--- src/rtl/segmented_image_loader.sv ---
// Loads length-prefixed image segments into memory as little-endian packed words and releases
// the cores once the whole image is resident. Define LOADER_CHECKSUM_EN for per-segment XOR checksums.
module segmented_image_loader #(
   parameter int ADDR_WIDTH   = 21,
   parameter int DATA_WIDTH   = 64,
   parameter int NUM_SEGMENTS = 2,
   parameter logic [NUM_SEGMENTS*ADDR_WIDTH-1:0] SEG_BASES = {21'h10000, 21'h00000},
   parameter int NUM_CORES    = 1
) (
   input  logic                    clk,
   input  logic                    reset,
   input  logic                    start,
   input  logic                    in_valid,
   input  logic [7:0]              in_data,
   output logic                    in_ready,
   output logic                    mem_wr_valid,
   input  logic                    mem_wr_ready,
   output logic [ADDR_WIDTH-1:0]   mem_wr_addr,
   output logic [DATA_WIDTH-1:0]   mem_wr_data,
   output logic [DATA_WIDTH/8-1:0] mem_wr_be,
   output logic                    busy,
   output logic                    done,
   output logic                    error,
   output logic [NUM_CORES-1:0]    core_run,
   output logic [31:0]             bytes_loaded
);
   localparam int BYTES = DATA_WIDTH / 8;
   localparam int BI_W  = (BYTES > 1) ? $clog2(BYTES) : 1;
   localparam int SEG_W = $clog2(NUM_SEGMENTS + 1);
   localparam logic [ADDR_WIDTH:0] ADDR_STEP = (ADDR_WIDTH + 1)'(BYTES);

   typedef enum logic [2:0] {
      S_IDLE, S_LEN, S_PAYLOAD, S_WRITE, S_CSUM, S_NEXT, S_DONE, S_ERROR
   } state_e;

`ifdef LOADER_CHECKSUM_EN
   localparam state_e AFTER_PAYLOAD = S_CSUM;
`else
   localparam state_e AFTER_PAYLOAD = S_NEXT;
`endif

   state_e                  state_q, state_d;
   logic [31:0]             len_q, len_d;
   logic [1:0]              lcnt_q, lcnt_d;
   logic [BI_W-1:0]         bi_q, bi_d;
   logic [DATA_WIDTH-1:0]   buf_q, buf_d;
   logic [BYTES-1:0]        be_q, be_d;
   logic [ADDR_WIDTH-1:0]   addr_q, addr_d;
   logic                    ovf_q, ovf_d;
   logic [SEG_W-1:0]        seg_q, seg_d;
   logic [31:0]             bytes_q, bytes_d;
   logic [7:0]              csum_q, csum_d;
   logic [ADDR_WIDTH-1:0]   seg_base;
   logic [31:0]             len_full;
   logic                    in_fire;

   assign in_fire  = in_valid && in_ready;
   assign len_full = {in_data, len_q[23:0]};

   // The leftmost slice of SEG_BASES is segment 0, so the literal reads in stream order.
   always_comb begin
      seg_base = '0;
      for (int k = 0; k < NUM_SEGMENTS; k++)
         if (seg_q == SEG_W'(k))
            seg_base = SEG_BASES[(NUM_SEGMENTS-1-k)*ADDR_WIDTH +: ADDR_WIDTH];
   end

   // NOTE: non-blocking assignments in clocked blocks so every register samples pre-edge values.
   always_ff @(posedge clk or posedge reset) begin
      if (reset) state_q <= S_IDLE;
      else       state_q <= state_d;
   end

   // NOTE: every always_comb output gets a default first, otherwise a latch is inferred.
   always_comb begin
      state_d = state_q;
      unique case (state_q)
         S_IDLE, S_DONE, S_ERROR: if (start) state_d = S_LEN;
         S_LEN:     if (in_fire && lcnt_q == 2'd3)
                       state_d = (len_full == 32'd0) ? AFTER_PAYLOAD : S_PAYLOAD;
         S_PAYLOAD: if (in_fire && (bi_q == BI_W'(BYTES-1) || len_q == 32'd1))
                       state_d = ovf_q ? S_ERROR : S_WRITE;
         S_WRITE:   if (mem_wr_ready) state_d = (len_q != 32'd0) ? S_PAYLOAD : AFTER_PAYLOAD;
         S_CSUM:    if (in_fire) state_d = (in_data == csum_q) ? S_NEXT : S_ERROR;
         S_NEXT:    state_d = (seg_q == SEG_W'(NUM_SEGMENTS-1)) ? S_DONE : S_LEN;
         default:   state_d = S_IDLE;
      endcase
   end

   always_comb begin
      in_ready     = 1'b0;
      mem_wr_valid = 1'b0;
      busy         = 1'b0;
      done         = 1'b0;
      error        = 1'b0;
      core_run     = '0;
      unique case (state_q)
         S_LEN, S_PAYLOAD, S_CSUM: begin in_ready = 1'b1; busy = 1'b1; end
         S_WRITE: begin mem_wr_valid = 1'b1; busy = 1'b1; end
         S_NEXT:  busy = 1'b1;
         S_DONE:  begin done = 1'b1; core_run = '1; end
         S_ERROR: error = 1'b1;
         default: ;
      endcase
   end

   always_comb begin
      len_d   = len_q;
      lcnt_d  = lcnt_q;
      bi_d    = bi_q;
      buf_d   = buf_q;
      be_d    = be_q;
      addr_d  = addr_q;
      ovf_d   = ovf_q;
      seg_d   = seg_q;
      bytes_d = bytes_q;
      csum_d  = csum_q;
      unique case (state_q)
         S_IDLE, S_DONE, S_ERROR: if (start) begin
            len_d = '0; lcnt_d = '0; bi_d = '0; buf_d = '0; be_d = '0;
            ovf_d = 1'b0; seg_d = '0; bytes_d = '0; csum_d = '0;
         end
         S_LEN: if (in_fire) begin
            len_d[8*lcnt_q +: 8] = in_data;
            lcnt_d = lcnt_q + 2'd1;
            if (lcnt_q == 2'd3) begin
               addr_d = seg_base;
               ovf_d  = 1'b0;
            end
         end
         S_PAYLOAD: if (in_fire) begin
            buf_d[8*bi_q +: 8] = in_data;
            be_d[bi_q] = 1'b1;
            bi_d    = bi_q + BI_W'(1);
            len_d   = len_q - 32'd1;
            bytes_d = bytes_q + 32'd1;
            csum_d  = csum_q ^ in_data;
         end
         // A carry out of the address marks the next word as lying beyond the top of memory.
         S_WRITE: if (mem_wr_ready) begin
            {ovf_d, addr_d} = {1'b0, addr_q} + ADDR_STEP;
            bi_d  = '0;
            buf_d = '0;
            be_d  = '0;
         end
         S_NEXT: begin
            seg_d  = seg_q + SEG_W'(1);
            len_d  = '0;
            lcnt_d = '0;
            csum_d = '0;
         end
         default: ;
      endcase
   end

   // NOTE: the word buffer is a handful of flops, not a RAM, so it is cleared on reset like the rest.
   always_ff @(posedge clk or posedge reset) begin
      if (reset) begin
         len_q   <= '0;
         lcnt_q  <= '0;
         bi_q    <= '0;
         buf_q   <= '0;
         be_q    <= '0;
         addr_q  <= '0;
         ovf_q   <= 1'b0;
         seg_q   <= '0;
         bytes_q <= '0;
         csum_q  <= '0;
      end else begin
         len_q   <= len_d;
         lcnt_q  <= lcnt_d;
         bi_q    <= bi_d;
         buf_q   <= buf_d;
         be_q    <= be_d;
         addr_q  <= addr_d;
         ovf_q   <= ovf_d;
         seg_q   <= seg_d;
         bytes_q <= bytes_d;
         csum_q  <= csum_d;
      end
   end

   assign mem_wr_addr  = addr_q;
   assign mem_wr_data  = buf_q;
   assign mem_wr_be    = be_q;
   assign bytes_loaded = bytes_q;

endmodule
--- config.mk ---
export PLATFORM = sky130hd
export DESIGN_NAME = segmented_image_loader
export DESIGN_NICKNAME = d
export VERILOG_FILES = /design/src/rtl/segmented_image_loader.sv
export SDC_FILE = /design/constraint.sdc
export NUM_CORES = 1
export LEC_CHECK = 0
export ABC_CLOCK_PERIOD_IN_PS = 7110
export BUFFER_PORTS_ARGS = -buffer_cell sky130_fd_sc_hd__buf_2
export CAP_MARGIN = 0
export CORE_MARGIN = 2
export CORE_UTILIZATION = 50
export CTS_BUF_LIST = sky130_fd_sc_hd__clkbuf_8
export DETAILED_ROUTE_END_ITERATION = 16
export GPL_ROUTABILITY_DRIVEN = 0
export PLACE_DENSITY_LB_ADDON = 0.12
export REMOVE_ABC_BUFFERS = 1
export SETUP_SLACK_MARGIN = 0.05
export SYNTH_ARGS = -nofsm -noshare
export SYNTH_HDL_FRONTEND = slang
export SYNTH_SLANG_ARGS = --single-unit
--- constraint.sdc ---
create_clock -name clk -period 7.11 [get_ports clk]
set_clock_uncertainty 0.15 [all_clocks]
set_input_delay 0.3555 -clock clk [delete_from_list [all_inputs] [get_ports clk]]
set_output_delay 0.3555 -clock clk [all_outputs]
set_load 0.005 [all_outputs]
Word-level counts from Yosys, hierarchy flattened
Cells that the tools add are included. Widths: inputs -> output; s select.

$add $sub $neg: 8. Equal/unequal tests: 20. Reduce and logical (&&, ||, !) cells: 29. Shift operators: 4. Muxes and demuxes: 55. Bitwise logic cells: 2. Magnitude comparators: 2.

Operators with widths (count): $mux 64 (3); $pmux 64 s3 (1); $mux 32 (4); $pmux 32 s4 (1); $mux 21 (4); $bwmux 64 (1); $pmux 32 s2 (1); $shift 8x34->64 const A (1); $shiftx 8x34->64 (1); $pmux 8 s3 (2); $pmux 21 s2 (1); $mux 3 (12); $neg 5->34 (1); $neg 6->34 (1); $shift 8x34->32 const A (1); $shiftx 8x34->32 (1); $add 32x1->32 const B (1); $bwmux 32 (1); $eq 32x1->1 const B (1); $logic_not 32->1 (1); $mux 8 (4); $reduce_bool 32->1 (1); $sub 32x1->32 const B (1); $add 21x4->22 const B (1); 35 further kinds (73).

Input bits: 13. Logic and storage cells: 131. Register bits after elaboration: 176. Output and inout port bits: 131.

Logic depth before layout (Yosys ltp)
Gate-level depths: netlist (run 1).

Depth after elaboration: 7. Gate-level depth with buffers: 11. Gate-level depth less buffers: 8.

Worst setup path after synthesis (run 1)
Ideal clock, no wire load.

Path kind: register to register. Start: reg bi_q[0]. End: reg buf_q[34], in the netlist mem_wr_data[34]. Arrival time: 2.630 ns. Cell stages (with the launch flop): 11. Period minus slack after synthesis: 2.862 ns. Setup slack: 4.248 ns. Data required time: 6.877 ns. Buffers on the path: 2. Library setup time: 0.083 ns. Cells stage by stage: dfrtp_1 > clkbuf_1 > inv_1 > ha_1 > ha_1 > clkbuf_1 > nand2_1 > or3_1 > nor3_1 > nand2_1 > o21ai_0.

Longest elaborated chain between the ends: 5. Elaborated cells between the ends (all ways): 6. Those cells by class: add/sub: 1; shift: 2; mux: 3.

Ends and longest elaborated chain: start: declaration (line 45) `logic [BI_W-1:0] bi_q, bi_d;`; start signal: assignment (line 172) `bi_q <= bi_d;`; $neg 6->34 * (line 132) `buf_d[8*bi_q +: 8] = in_data;`; $shiftx 8x34->64 / $shift 8x34->64 (equally long branches) (line 132); $bwmux 64 * (line 132); $mux 64 * (line 131) `S_PAYLOAD: if (in_fire) begin`; $pmux 64 s3 * (line 118) `unique case (state_q)`; end signal: assignment (line 173) `buf_q <= buf_d;`; end: declaration (line 46) `logic [DATA_WIDTH-1:0] buf_q, buf_d;`.

Every way passes the cells marked *; elsewhere a longest branch is shown, timed or not. The select of a mux whose other input is x is not followed. A chain may end at the register's enable or synchronous reset.

Worst setup path after layout (run 1)
Same ends and word-level chain as after synthesis.

==> metrics.csv, run 1 <==
stage,metric,value,unit
detailed_routing,DR vias,8029,
sta,FMAX,308.2,MHz
clock_network,root buf cell,clkbuf_8,
clock_network,clock sink count,173,
cells_and_area,share of cells above drive strength 1,0.1840,
setup_path,crit path max-delay cell type,nor3_1,
cells_and_area,P&R area growth vs syn,13.75,%
floorplanning,initial core utilization,0.5094,
synth,synth warn,0,
floorplanning,Ports,144,
sta,Final Critical Period,3.244,ns
global_route,via count of the first global-routing pass,7486,
detailed_routing,top layer in use,met4,
detailed_routing,Via density,5.978,
run_status,status,completed,
setup_path,Critical Path Sink Type,flop,
global_route,global-route wire length before repair,39790,um
sta,Rel. slew slack,0.2175,
clock_network,Setup Buffers After CTS,0,
min_path,Hold Path Class,input port to flop,
floorplanning,Core ar.,17900,sq um
power_and_ir_drop,worst vdd ir,0.0001697,V
setup_path,crit path cell chain,inv_1 -> ha_1 -> ha_1 -> nand2_1 -> or3_1 -> nor3_1 -> nand2_1 -> o21ai_0,
detailed_routing,antenna-violating nets left,0,
setup_path,critical path launch point type,flop,
power_and_ir_drop,P_leak,4.874,nW
cells_and_area,final non-filler cell area,10370,sq um
synth,asr flop ratio synth,1.000,
setup_path,sum of buffers and inverters on the critical path,1,
power_and_ir_drop,P per Cell Area,347.8,nW/um^2
clock_network,post_cts resized,0,
floorplanning,Die X,139.1,um
sta,# setup viols final,0,
cells_and_area,nets@finish,1133,
detailed_routing,wire per inst,17.86,um
setup_path,Worst path max stage delay,0.75,ns
floorplanning,row cnt,49,
synth,"Top FF cell, synth",dfrtp_1,
detailed_routing,DRT iter0 DRCs,848,
clock_network,CTS tree,done,
setup_path,"CP delay by family, top",simple AND/OR/NAND/NOR gates,
detailed_routing,residual DRC count,0,
sta,RSZ-0062 raised after global routing,false,
cells_and_area,Diodes inserted,0,
sta,Final Hold Vio Count,0,
synth,Synth top area share,0.4747,
detailed_routing,routed metal-1 wire length,11250,um
sta,Setup TNS,0,ns
clock_network,Clock Tree Buf Depth,2,
global_route,initial antenna violation count,0,
global_route,largest net degree at the start of global routing,65,
synth,Cells after Synth,995,
global_route,total grt overflow,0,
detailed_routing,routed wire length,23990,um
synth,register bit total from synthesis,173,
place,Placed Area,9899,sq um
sta,Pins Over Slew Limit,0,
place,HPWL after DPL,15820,um
clock_network,"CTS clk-pin slew, worst paths",0.10,ns
synth,"Seq/Total Area, Yosys",0.4747,
place,I/O Buffers,140,
sta,Worst-Margin Slew,1.173,ns
synth,Post-synth EDFFs,0,
setup_path,arrival time worst endpoint,3.47,ns
floorplanning,Die H,139.1,um
synth,Synth area leaders,"dfrtp_1 47%, o21ai_0 6.0%, nor2_1 4.8%",
clock_network,CTS Hold Bufs,2,
floorplanning,die area,19340,sq um
synth,Synth area leader,dfrtp_1,
setup_path,CP Class,flop to flop,
run,Max Cap Viol,0,
setup_path,maximum fanout along the worst path,15,
setup_path,"Req. time, crit path",7.34,ns
synth,Unique masters post-synth,68,
detailed_routing,routed wl met3,1473,um
detailed_routing,TritonRoute pass-1 iters,5,
synth,Syn Area/Cell,9.166,sq um
detailed_routing,Met2 Wirelength,10860,um
sta,Final Cycle Share,0.4563,
clock_network,cts bufs inserted,17,
clock_network,Clock Latency Late Sink,0.48,ns
global_route,Total GRT Usage,0.2516,
synth,Post-Syn Area,9120,sq um
clock_network,CTS H-tree depth,4,
==> placed cells by master, fill, tap and decap left out, types with 4 or more instances in the layout <==
cell type / count
o31a_1: 4
buf_4: 7
a21oi_1: 53
inv_6: 6
ha_1: 19
nand3_1: 43
inv_1: 23
nand2b_1: 6
and3_1: 7
or4_1: 4
o21ai_0: 110
a32oi_1: 8
nor4_1: 18
o22ai_1: 4
a22o_1: 49
and2_1: 4
xnor2_1: 27
o21ai_1: 7
nand2_1: 81
nor2_1: 115
clkbuf_8: 19
and4_1: 5
dfrtp_1: 173
xor2_1: 15
or3_1: 15
a22oi_1: 8
nand4_1: 14
nor3_1: 26
o211ai_1: 5
a31oi_1: 14
nor2b_1: 9
buf_2: 140
==> metal layers <==
layer	up-vias	track usage
met5	-	0
met4	0	0.07390
met3	37	0.04627
met2	276	0.3801
met1	3909	0.3722
li1	3807	-
==> cell usage after synthesis, types with 18 or more instances <==
library cell	count
ha_1	19
clkbuf_1	36
nor3_1	27
nor2_1	117
nand2_1	81
a22o_1	49
o21ai_0	110
xnor2_1	27
inv_1	24
dfrtp_1	173
a21oi_1	53
nand3_1	43
nor4_1	18
==> power breakdown <==
part           internal (mW)  switching [mW]
Sequential              1.11           0.177
Clock                  0.383           0.409
Combinational          0.502            1.03
==> cells by family after synthesis <==
| group | synth area share |
|---|---|
| AOI/OAI and AO/OA | 0.2011 |
| xor gates and xnor gates | 0.04034 |
| adders and majority gates | 0.02607 |
| buffers and inverters | 0.04157 |
| DFF | 0.4747 |
| muxes | 0.005076 |
| other | 0.0004112 |
| and+or+nand+nor | 0.2107 |
==> registers in the layout, indices dropped and copies added, names as in the netlist <==
signal,cells
mem_wr_data,64
bytes_loaded,32
len_q,32
mem_wr_addr,18
csum_q,8
mem_wr_be,8
bi_q,3
state_q,3
lcnt_q,2
seg_q,2
ovf_q,1
==> final cells by class <==
type                    count  area, sq um
clock buffers              19        261.5
clock inverters            13        192.7
fillers                  1585         7528
inverters                  25        98.84
multi-input cells         735         4432
flip-flops and latches    173         4329
well taps                 229        286.5
repair buffers            149        773.2
==> through the flow <==
stage                     instances  power (mW)  setup slack, ns    util  hold slack, ns
final                          1343       3.608            3.866  0.5795          0.1834
after global routing           1343       3.866            3.566  0.5795          0.1895
after CTS                      1343       3.604            3.935  0.5795          0.1495
after detailed placement       1309       2.809            3.963  0.5530          0.2700
after global placement         1309       2.800            4.006  0.5530          0.2738
after floorplan                 933       2.328            1.916       -          0.3114
==> worst reg2reg max path, cell delays in order, from the launching register on <==
cell and delay [ns]:
dfrtp_1 0.64, inv_1 0.16, ha_1 0.23, ha_1 0.44, nand2_1 0.17, or3_1 0.32, nor3_1 0.75, nand2_1 0.10
o21ai_0 0.19
==> worst paths after layout <==
kind | to | startpoint | slack (ns) | cells past startpoint
hold reg to reg | mem_wr_data[35] | mem_wr_data[35] | 0.33 | 2
max in group asynchronous | mem_wr_data[3] | reset | 5.34 | 4
setup reg to reg | mem_wr_data[34] | bi_q[0] | 3.87 | 8
hold / removal | mem_wr_data[16] | in_data[0] | 0.18 | 3
min in group asynchronous | mem_wr_addr[12] | reset | 0.28 | 3
setup / recovery | mem_wr_data[34] | bi_q[0] | 3.87 | 8
Note: power is estimated with default switching activity, not from simulation.
==> run 2: changes to the inputs <==
ABC_AREA = 1   (was unset)
ABC_CLOCK_PERIOD_IN_PS = 3000   (was 7110)
clock period = 3 ns   (was 7.11 ns; I/O delays follow)
==> metrics.csv, run 2 <==
stage,metric,value,unit
setup_path,"Req. time, crit path",3.28,ns
clock_network,CTS tree,done,
power_and_ir_drop,worst vdd ir,0.0004253,V
cells_and_area,storage element area,4329,sq um
synth,"Seq/Total Area, Yosys",0.4157,
cells_and_area,P&R area growth vs syn,14.45,%
synth,Cells after Synth,1506,
floorplanning,row cnt,52,
sta,Final Hold Vio Count,0,
detailed_routing,residual DRC count,0,
synth,Synth area leaders,"dfrtp_1 42%, nand2_1 18%, nor2_1 6.9%",
synth,Simple-Gate Fraction of Synth Area,0.3759,
place,HPWL after DPL,22030,um
synth,register bit total from synthesis,173,
floorplanning,Die H,148.3,um
synth,"count leader, synth",nand2_1,
clock_network,root buf cell,clkbuf_8,
cells_and_area,Largest register FFs,64,
global_route,Total GRT Usage,0.2747,
detailed_routing,TritonRoute pass-1 iters,7,
detailed_routing,routed wire length,29680,um
detailed_routing,wire per inst,15.36,um
synth,largest family of logic cells by synthesized area,simple AND/OR/NAND/NOR gates,
setup_path,CP most frequent cell,inv_1,
cells_and_area,area of the multi-input gates,5286,sq um
global_route,largest net degree at the start of global routing,69,
min_path,Hold Path Class,input port to async pin,
synth,Synth area leader,dfrtp_1,
floorplanning,die area,22000,sq um
detailed_routing,DR vias,10550,
synth,Post-Syn Area,10410,sq um
clock_network,Clock Latency Late Sink,0.49,ns
sta,Worst-Margin Slew,0.6369,ns
synth,synthesized-area fraction occupied by adder cells,0.02283,
setup_path,crit path max-delay cell type,dfrtp_1,
synth,mux cell area share after synthesis,0,
clock_network,clock sink count,173,
global_route,most utilized layer in the global route result,met2,
clock_network,"CTS clk-pin slew, worst paths",0.10,ns
setup_path,arrival time worst endpoint,2.83,ns
cells_and_area,most frequent cells in the layout,"513 x nand2_1, 191 x nor2_1, 173 x dfrtp_1",
run,Max Cap Viol,0,
floorplanning,Ports,144,
global_route,GR met3 Demand/Resource,0.04847,
synth,Syn Area/Cell,6.915,sq um
sta,# setup viols final,0,
floorplanning,initial core utilization,0.5114,
clock_network,post_cts resized,0,
setup_path,r2r worst-path depth,9,
setup_path,crit path cell chain,inv_1 -> ha_1 -> ha_1 -> inv_1 -> nor2_1 -> inv_1 -> nor2_1 -> nand3_1 -> nand2_1,
clock_network,cts bufs inserted,17,
sta,FMAX,392.4,MHz
global_route,grt met2 use,0.4269,
global_route,total grt overflow,0,
setup_path,critical path launch point type,flop,
synth,Post-synth top cells,"513 x nand2_1, 192 x nor2_1, 173 x dfrtp_1",
clock_network,Setup Buffers After CTS,0,
sta,Rel. slew slack,0.5754,
detailed_routing,DRT iter0 DRCs,837,
clock_network,CTS H-tree depth,4,
sta,Final Cycle Share,0.8495,
global_route,via count of the first global-routing pass,9496,
synth,Post-synth EDFFs,0,
synth,Synth top area share,0.4157,
sta,Pins Over Slew Limit,0,
floorplanning,Core ar.,20360,sq um
synth,compound-gate portion of the synthesized area,0.09864,
synth,"Top FF cell, synth",dfrtp_1,
cells_and_area,share of cells above drive strength 1,0.1311,
power_and_ir_drop,P per Cell Area,784.8,nW/um^2
setup_path,maximum fanout along the worst path,8,
sta,RSZ-0062 raised after global routing,false,
cells_and_area,final core utilization,0.5853,
power_and_ir_drop,P_leak,6.125,nW
setup_path,Worst path max stage delay,0.50,ns
cells_and_area,fill cell count,1970,
synth,asr flop ratio synth,1.000,
cells_and_area,Diodes inserted,0,
synth,Unique masters post-synth,41,
clock_network,Clock Tree Buf Depth,2,
global_route,global-route wire length before repair,48520,um
cells_and_area,final non-filler cell area,11920,sq um
setup_path,Critical Path Sink Type,flop,
synth,synth warn,0,
setup_path,CP Class,flop to flop,
place,Placed Area,11390,sq um
run_status,status,completed,
cells_and_area,nets@finish,1682,
synth,Synth Area in XOR/XNOR,0.008410,
floorplanning,Die X,148.3,um
sta,Final Critical Period,2.549,ns
detailed_routing,antenna-violating nets left,0,
detailed_routing,Via density,5.458,
global_route,met1 Use GR,0.3888,
global_route,initial antenna violation count,0,
cells_and_area,"most common cell after layout, fill and taps aside",nand2_1,
place,I/O Buffers,140,
[run 2: layout make-up]
class | instances | area share
Inverter | 154 | 0.04913
Tap cell | 270 | 0.02834
Clock inverter | 15 | 0.01449
Clock buffer | 17 | 0.01963
Multi-Input combinational cell | 1135 | 0.4435
Timing Repair Buffer | 169 | 0.08167
Sequential cell | 173 | 0.3632
[run 2: metrics by stage]
| stage | cells | total power [mW] | TNS [ns] | setup WS (ns) | hold slack (ns) |
|---|---|---|---|---|---|
| final | 1933 | 9.354 | 0 | 0.4515 | 0.1486 |
| after global routing | 1933 | 10.11 | 0 | 0.2321 | 0.2070 |
| after CTS | 1933 | 9.332 | 0 | 0.4463 | 0.1628 |
| after detailed placement | 1889 | 7.616 | 0 | 0.4847 | 0.1464 |
| after global placement | 1889 | 7.554 | 0 | 0.5435 | 0.1481 |
| after floorplan | 1462 | 6.117 | -398.73 | -1.989 | 0.1096 |
[run 2: kinds of logic (layout without fill, tap and decap cells)]
| group | count (synthesis) | after routing |
|---|---|---|
| buffers and inverters | 200 | 355 |
| xor gates and xnor gates | 10 | 10 |
| AOI/OAI and AO/OA | 190 | 190 |
| other | 1 | 3 |
| adders and majority gates | 19 | 19 |
| and+or+nand+nor | 913 | 913 |
| DFF | 173 | 173 |
[run 2: power by group]
group | total [mW] | switching (mW) | leakage (nW) | internal [mW]
clock network | 1.70 | 0.995 | 0.205 | 0.704
registers | 3.05 | 0.383 | 2.37 | 2.67
logic | 4.60 | 3.32 | 3.55 | 1.28
[run 2: routing by layer]
metal	vias up	share of wire
li1	5163	-
met1	4953	0.45
met2	382	0.46
met3	52	0.067
met4	0	0.025
met5	-	0
[run 2: worst max-delay path: cells and delay by family (launching register included)]
kind,cells,cell delay (ns)
fa+ha+maj,2,0.70
simple gates,4,0.68
buf+inv,3,0.47
flops,1,0.50
[run 2: final timing paths]
kind / startpoint / to / slack (ns)
worst min-delay path: reset / bytes_loaded[24] / 0.15
worst min register to register: mem_wr_data[59] / mem_wr_data[59] / 0.33
min in group clk: mem_wr_ready / mem_wr_addr[3] / 0.32
max in group asynchronous: reset / lcnt_q[0] / 1.68
worst max register to register: bi_q[1] / mem_wr_data[30] / 0.45
worst max-delay path: bi_q[1] / mem_wr_data[30] / 0.45
[run 2: what timing repair did]
action	CTS	global route
hold buffers	12	0
endpoints found under the setup margin	0	0
endpoints found under the hold margin	97	0
